File: src/rtl/coax_pkg.sv
// Shared definitions for the 3270 coax transmit path: word width and buffer FSM states.
package coax_pkg;

    localparam int unsigned COAX_WORD_WIDTH = 10;

    typedef enum logic [1:0] {
        IDLE  = 2'd0,
        SEND  = 2'd1,
        DRAIN = 2'd2
    } coax_state_t;

endpackage

File: src/rtl/coax_fifo.sv
// Generic synchronous show-ahead FIFO with registered count/full/empty.
// A write into a full FIFO is accepted only when a pop happens in the same cycle.
module coax_fifo #(
    parameter int unsigned ADDR_WIDTH = 5,
    parameter int unsigned WORD_WIDTH = 10
) (
    input  logic                  clk,
    input  logic                  reset_n,
    input  logic                  wr_en,
    input  logic [WORD_WIDTH-1:0] wr_data,
    input  logic                  rd_en,
    output logic [WORD_WIDTH-1:0] rd_data,
    output logic [ADDR_WIDTH:0]   count,
    output logic                  full,
    output logic                  empty
);

    localparam int unsigned DEPTH = 1 << ADDR_WIDTH;

    logic [WORD_WIDTH-1:0] mem [DEPTH];
    logic [ADDR_WIDTH-1:0] wr_ptr;
    logic [ADDR_WIDTH-1:0] rd_ptr;
    logic                  rd_ok;
    logic                  wr_ok;
    logic [ADDR_WIDTH:0]   count_next;

    assign rd_ok   = rd_en && !empty;
    assign wr_ok   = wr_en && (!full || rd_ok);
    assign rd_data = mem[rd_ptr];

    always_comb begin
        count_next = count;
        if (wr_ok && !rd_ok) begin
            count_next = count + (ADDR_WIDTH+1)'(1);
        end else if (!wr_ok && rd_ok) begin
            count_next = count - (ADDR_WIDTH+1)'(1);
        end
    end

    // Storage is not reset; pointers and count define what is valid.
    always_ff @(posedge clk) begin
        if (wr_ok) begin
            mem[wr_ptr] <= wr_data;
        end
    end

    always_ff @(posedge clk or negedge reset_n) begin
        if (!reset_n) begin
            wr_ptr <= '0;
            rd_ptr <= '0;
            count  <= '0;
            full   <= 1'b0;
            empty  <= 1'b1;
        end else begin
            if (wr_ok) begin
                wr_ptr <= wr_ptr + ADDR_WIDTH'(1);
            end
            if (rd_ok) begin
                rd_ptr <= rd_ptr + ADDR_WIDTH'(1);
            end
            count <= count_next;
            full  <= (count_next == (ADDR_WIDTH+1)'(DEPTH));
            empty <= (count_next == '0);
        end
    end

endmodule

File: src/rtl/coax_tx_buffer.sv
// Frame buffer feeding coax_tx: queues host words, sends them back-to-back on start, pulses done.
// Optional COAX_TX_BUFFER_LEVEL_EN exposes the current FIFO fill level on port level.
module coax_tx_buffer
    import coax_pkg::*;
#(
    parameter int unsigned ADDR_WIDTH = 5,
    parameter int unsigned WORD_WIDTH = COAX_WORD_WIDTH
) (
    input  logic                  clk,
    input  logic                  reset_n,
    input  logic [WORD_WIDTH-1:0] wr_data,
    input  logic                  wr_strobe,
    output logic                  full,
    output logic                  empty,
    input  logic                  start,
    output logic                  busy,
    output logic                  done,
    output logic                  overflow,
    output logic [WORD_WIDTH-1:0] tx_data,
    output logic                  tx_valid,
    input  logic                  tx_ready,
    input  logic                  tx_active,
    input  logic                  clear_status
`ifdef COAX_TX_BUFFER_LEVEL_EN
    ,
    output logic [ADDR_WIDTH:0]   level
`endif
);

    coax_state_t           state;
    logic                  pop;
    logic                  overflow_set;
    logic [WORD_WIDTH-1:0] head_data;
    logic [ADDR_WIDTH:0]   fifo_count;

    assign pop          = tx_valid && tx_ready;
    assign overflow_set = wr_strobe && full && !pop;
    // Show-ahead head word is only presented while a word is being offered.
    assign tx_data      = tx_valid ? head_data : '0;

    coax_fifo #(
        .ADDR_WIDTH (ADDR_WIDTH),
        .WORD_WIDTH (WORD_WIDTH)
    ) u_fifo (
        .clk     (clk),
        .reset_n (reset_n),
        .wr_en   (wr_strobe),
        .wr_data (wr_data),
        .rd_en   (pop),
        .rd_data (head_data),
        .count   (fifo_count),
        .full    (full),
        .empty   (empty)
    );

`ifdef COAX_TX_BUFFER_LEVEL_EN
    assign level = fifo_count;
`endif

    always_ff @(posedge clk or negedge reset_n) begin
        if (!reset_n) begin
            overflow <= 1'b0;
        end else begin
            overflow <= overflow_set || (overflow && !clear_status);
        end
    end

    // Frame FSM; tx_valid stays high for all of SEND since SEND is never entered or held while empty.
    always_ff @(posedge clk or negedge reset_n) begin
        if (!reset_n) begin
            state    <= IDLE;
            busy     <= 1'b0;
            done     <= 1'b0;
            tx_valid <= 1'b0;
        end else begin
            done <= 1'b0;
            case (state)
                IDLE: begin
                    if (start && !empty) begin
                        state    <= SEND;
                        busy     <= 1'b1;
                        tx_valid <= 1'b1;
                    end
                end
                SEND: begin
                    if (pop && (fifo_count == (ADDR_WIDTH+1)'(1)) && !wr_strobe) begin
                        state    <= DRAIN;
                        tx_valid <= 1'b0;
                    end
                end
                DRAIN: begin
                    if (!tx_active) begin
                        state <= IDLE;
                        busy  <= 1'b0;
                        done  <= 1'b1;
                    end
                end
                default: begin
                    state    <= IDLE;
                    busy     <= 1'b0;
                    tx_valid <= 1'b0;
                end
            endcase
        end
    end

endmodule

File: config.mk
export PLATFORM = sky130hd
export DESIGN_NAME = coax_tx_buffer
export DESIGN_NICKNAME = d
export VERILOG_FILES = /design/src/rtl/coax_pkg.sv /design/src/rtl/coax_fifo.sv /design/src/rtl/coax_tx_buffer.sv
export SDC_FILE = /design/constraint.sdc
export NUM_CORES = 1
export LEC_CHECK = 0
export BUFFER_PORTS_ARGS = -buffer_cell sky130_fd_sc_hd__buf_2
export CAP_MARGIN = 5
export CELL_PAD_IN_SITES_DETAIL_PLACEMENT = 1
export CELL_PAD_IN_SITES_GLOBAL_PLACEMENT = 1
export CORE_MARGIN = 10
export CORE_UTILIZATION = 30
export DETAILED_ROUTE_END_ITERATION = 12
export PLACE_DENSITY = 0.46
export SYNTH_ARGS = -nofsm -noshare
export SYNTH_HDL_FRONTEND = slang
export SYNTH_SLANG_ARGS = --single-unit
export TNS_END_PERCENT = 30
File: constraint.sdc
create_clock -name clk -period 5.1 [get_ports clk]
set_clock_uncertainty 0.15 [all_clocks]
set_input_delay 0.765 -clock clk [delete_from_list [all_inputs] [get_ports clk]]
set_output_delay 0.765 -clock clk [all_outputs]
set_load 0.02 [all_outputs]
# After elaboration in Yosys (flattened, before gate mapping)
# Memory sizes are Yosys's and may differ from the RTL's.
# Index checks and enable logic that the tools add are counted.
[op_classes] eq_ne=7 n_addsub=4 reduce_logical=25 bitwise=2 muxes=16
[op_table] operator="6-bit 2-to-1 mux" n=2
[op_table] operator="1-bit logical AND" n=11
[op_table] operator="5-bit by 1-bit adder with 5-bit output, second input constant" n=2
[op_table] operator="10-bit 2-to-1 mux" n=1
[op_table] operator="3-bit AND reduction" n=3
[op_table] operator="1-bit zero test" n=7
[op_table] operator="1-bit 2-to-1 mux" n=7
[op_table] operator="6-bit by 1-bit adder with 6-bit output, second input constant" n=1
[op_table] operator="6-bit by 1-bit equality test with 1-bit output, second input constant" n=1
[op_table] operator="6-bit equality test, second input constant" n=1
[op_table] operator="6-bit zero test" n=1
[op_table] operator="2-bit 2-to-1 mux" n=3
[op_table] operator="2-bit != test, second input constant" n=3
[op_table] operator="1-bit one-hot mux with 3 select lines" n=2
[op_table] operator="2-bit one-hot mux with 3 select lines" n=1
[op_table] operator="6-bit by 1-bit subtractor with 6-bit output, second input constant" n=1
[op_table] operator="2-bit by 1-bit equality test with 1-bit output, second input constant" n=1
[op_table] operator="2-bit equality test, second input constant" n=1
[op_table] operator="2-bit zero test" n=1
[op_table] operator="1-bit logical OR" n=2
[op_table] operator="1-bit NOT" n=2
[totals] register_bits=24 ramBits=320 elab_cells=65 memories=1
[mem_list] memory="u_fifo.mem" words=32 width=10 rd=1 rd_ports_with_merged_regs=0 wr=1 line="coax_fifo.sv:20" text="logic [WORD_WIDTH-1:0] mem [DEPTH];"

# Longest topological paths before layout
[logic_depth] word_depth=9 ltp_mapped=8 depth_no_buf=7

# By module
# From an unflattened synthesis, not the netlist that was laid out.
[hier_totals] cells_unflattened=856 area_unflattened_um2=13914.6
[modules_own_cells] mod="coax_fifo" cells_per_inst=819 n_inst=1 seq_area_each_um2=10060.9 area_per_inst_um2=13561.8
[modules_own_cells] mod="coax_tx_buffer" cells_per_inst=37 n_inst=1 seq_area_each_um2=150.1 area_per_inst_um2=352.8

# Worst setup path after synthesis
# Ideal clock, no wire load.
[synth_timing] kind="reg-to-output" from="reg u_fifo.rd_ptr[0]" to="out tx_data[5]" required_time_ps=4185 arrival_time_ps=1772 path_buffers=3 slack_ps=2413 path_stages_with_launch=8 cell_sequence="dfrtp_1 buf_6 buf_4 buf_2 or3_1 o2111ai_1 o21ai_0 a21oi_1"
[synth_between] elab_chain_cells=2
[synth_rtl] element="start: declaration" line="coax_fifo.sv:22" text="logic [ADDR_WIDTH-1:0] rd_ptr;"
[synth_rtl] element="start signal: assignment" line="coax_fifo.sv:59" text="rd_ptr <= rd_ptr + ADDR_WIDTH'(1);"
[synth_rtl] element="memory read 32 x 10 bit"
[synth_rtl] element="10-bit 2-to-1 mux" line="coax_tx_buffer.sv:39" text="assign tx_data = tx_valid ? head_data : '0;"
[synth_rtl] element="end: declaration" line="coax_tx_buffer.sv:19" text="output logic [WORD_WIDTH-1:0] tx_data,"
# Every way passes these cells.

# Worst setup path after layout
[layout_timing] from="reg u_fifo.rd_ptr[1]" to="out tx_data[6]"
# Same word-level chain as after synthesis.

==> impl_metrics.json <==
{
  "status": "finished, final reports clean",
  "path_max_fanout": 61,
  "fin_crit_sh_pct": 83.1,
  "postCtsSetupBuffers": 0,
  "die_area_um2": 54400,
  "numCtsBuffers": 39,
  "drt-total-wl_um": 36600,
  "cts_sinks": 344,
  "cts_resized": 0,
  "vias": 6845,
  "ys_seq_area_share_pct": 74.9,
  "layout_setup_ws_ps": 860,
  "power_mw": 8.80,
  "groute.usage.overall_pct": 13.8,
  "reg2reg_depth": 5,
  "drc": 0,
  "finalSetupViolations": 0,
  "ios": 33,
  "path_class": "flop to output port",
  "finalCriticalPeriod_ps": 4240,
  "cap_violations": 0,
  "first_iter_violations": 407,
  "grt_pass1_wl_um": 54300,
  "peakVddDrop_mv": 0.265,
  "cp-end-kind": "output port",
  "synth_cells": 725,
  "antenna_cells": 0,
  "port_buffers": 32,
  "slew_violations": 0,
  "rows": 78,
  "gp_routability_congestion": 0.736,
  "slew_headroom_pct": 17.7,
  "core-area_um2": 45200,
  "cts.htree.levels": 2,
  "worst_pin_slew_ps": 1230,
  "setup-tns-final_ps": 0,
  "drive_gt1_share_pct": 21.6,
  "fin_hold_ws_ps": 136,
  "synthesis.area_um2": 13600,
  "grt-ovfl-total": 0,
  "cp.required_ps": 4180,
  "clk_pin_slew_ps": 60,
  "postSynthAreaPerCell_um2": 18.8,
  "synth_cell_types": 51,
  "worstSetupStartpointType": "flop",
  "worstSkewPairLatency_ps": 540,
  "nets": 807,
  "synth-main-ff-cell": "edfxtp_1",
  "route.antenna.remaining_nets": 0,
  "holdBufCountCts": 0,
  "utilization_pct": 34.8,
  "first_pass_iters": 4,
  "start_util_pct": 30.2,
  "finalHoldViolations": 0,
  "hpwl_um": 22900,
  "die_y_um": 233,
  "hp-class": "primary input to async pin",
  "cp.arrival_ps": 3330,
  "powerDensity_nw_per_um2": 560,
  "yosys_warnings": 0,
  "reg2reg_slack_ps": 1470,
  "wl_per_cell_um": 25.9,
  "grt_max_degree": 62,
  "ys_seq_elements": 344,
  "place_ws_ps": 1040,
  "max_freq_mhz": 236,
  "synth-edff-count": 320,
  "viasPerCell": 4.85,
  "antenna_found_initial": 0,
  "synthToLayoutAreaGrowth_pct": 15.3,
  "leakagePower_nw": 5.10,
  "synthArstFlopShare_pct": 6.98,
  "clock-root-buffer": "clkbuf_16",
  "die_w_um": 233,
  "fillCellCount": 4470,
  "clock_path_buffers": 3,
  "rsz0062_at_grt": "false",
  "first_global_vias": 7646,
  "cts_tree": "done",
  "syn_nets": 750
}
==> path summary, 6_finish.rpt <==
kind                                        from           endpoint
worst min register to register          overflow           overflow
worst max register to register          tx_valid  u_fifo.mem[31][2]
worst min-delay path                     reset_n   u_fifo.wr_ptr[4]
max in group asynchronous                reset_n   u_fifo.rd_ptr[0]
worst max-delay path            u_fifo.rd_ptr[1]         tx_data[6]
min in group clk                       tx_active               done
==> layout by cell type, fill, tap and decap left out, types with 4 or more instances in the layout <==
cell,Yosys,routed
edfxtp_1,320,320
mux4_2,54,54
mux2i_1,47,47
nor2_1,44,44
clkbuf_16,0,39
buf_2,13,32
dfrtp_1,23,21
buf_4,6,19
nand2_1,18,18
o21ai_0,16,16
o22ai_1,16,16
a21oi_1,15,15
a211oi_1,14,14
xnor2_1,10,10
nand3b_1,8,8
nor2b_1,8,8
o221ai_1,8,8
ha_1,8,8
clkbuf_1,13,8
clkinv_2,0,8
clkinv_1,0,8
inv_1,6,6
mux2_2,6,6
o31ai_1,6,6
and3_1,6,6
nand2b_1,4,4
nand3_1,4,4
a22oi_1,4,4
a22o_1,4,4
==> through the flow <==
| step | cell area, um2 | std cells |
|---|---|---|
| 6_report | 15700 | 1411 |
| 5_1_grt | 15700 | 1411 |
| 4_1_cts | 15700 | 1408 |
| 3_5_place_dp | 14500 | 1338 |
| 3_3_place_gp | 14500 | 1338 |
| 2_1_floorplan | 13600 | 725 |
==> per-layer routing <==
layer  routed length [um]  vias up  part of all wire (%)  track usage (%)
met5                    0        -                     0                0
met4                  690        0                   1.9             4.14
met3                 1160       45                   3.2             2.68
met2                18300      112                    50             22.9
met1                16400     3638                    45             17.8
li1                     -     3050                     -                -
==> flip-flops by register name (all words and copies together) (netlist names) <==
| register | count |
|---|---|
| u_fifo.full | 1 |
| u_fifo.empty | 1 |
| done | 1 |
| overflow | 1 |
| u_fifo.mem | 320 |
| tx_valid | 1 |
| state | 2 |
| u_fifo.wr_ptr | 5 |
| busy | 1 |
| u_fifo.count | 6 |
| u_fifo.rd_ptr | 5 |
==> cells by family (layout without fill, tap and decap cells) <==
| kind of cell | after synthesis | count (layout) | synth area share [%] |
|---|---|---|---|
| multiplexers | 107 | 107 | 12.9 |
| AND/OR/NAND/NOR | 113 | 113 | 4.24 |
| flip-flops | 344 | 344 | 74.9 |
| XOR/XNOR | 12 | 12 | 0.771 |
| AO/OA/AOI/OAI | 97 | 97 | 4.78 |
| buffers and inverters | 44 | 130 | 1.73 |
| adder cells (fa/ha/maj) | 8 | 8 | 0.734 |
==> Yosys cell counts, types with 3 or more instances <==
cell type / count / area share, %
o21ai_0: 16 / 0.59
or3_1: 3 / 0.14
nand3b_1: 8 / 0.44
nor2b_1: 8 / 0.37
mux2_2: 6 / 0.50
buf_1: 3 / 0.083
mux4_2: 54 / 8.9
dfrtp_1: 23 / 4.2
nand2b_1: 4 / 0.18
o31ai_1: 6 / 0.33
nor2_1: 44 / 1.2
a21oi_1: 15 / 0.55
nand2_1: 18 / 0.50
nor3_1: 3 / 0.11
clkbuf_1: 13 / 0.36
buf_2: 13 / 0.48
and3_1: 6 / 0.28
edfxtp_1: 320 / 70
nand3_1: 4 / 0.15
xnor2_1: 10 / 0.64
a22o_1: 4 / 0.26
a31oi_1: 3 / 0.14
a211oi_1: 14 / 0.77
nand4_1: 3 / 0.14
a22oi_1: 4 / 0.22
inv_1: 6 / 0.17
o22ai_1: 16 / 0.73
mux2i_1: 47 / 3.5
o221ai_1: 8 / 0.51
buf_4: 6 / 0.33
ha_1: 8 / 0.73
==> layout make-up <==
class | count | area (um2) | share of cell area, %
clock inverter | 23 | 191 | 1.22
clock buffer | 47 | 1010 | 6.40
tap | 600 | 751 | 4.77
multi-input combinational | 337 | 3190 | 20.3
sequential | 344 | 10200 | 65.0
timing repair buffer | 54 | 345 | 2.20
inverter | 6 | 22.5 | 0.143
==> critical path, cell delays in order (launching register included) <==
cell and delay [ps]:
dfrtp_4 670, buf_4 760, mux4_2 420, mux2i_1 300, o21ai_0 110, and3_1 270, buf_2 190
==> power breakdown <==
part           switching, mW  internal [mW]
combinational           1.49          0.995
clock                   1.11           1.56
sequential             0.312           3.33
(Power assumes the default switching activity.)
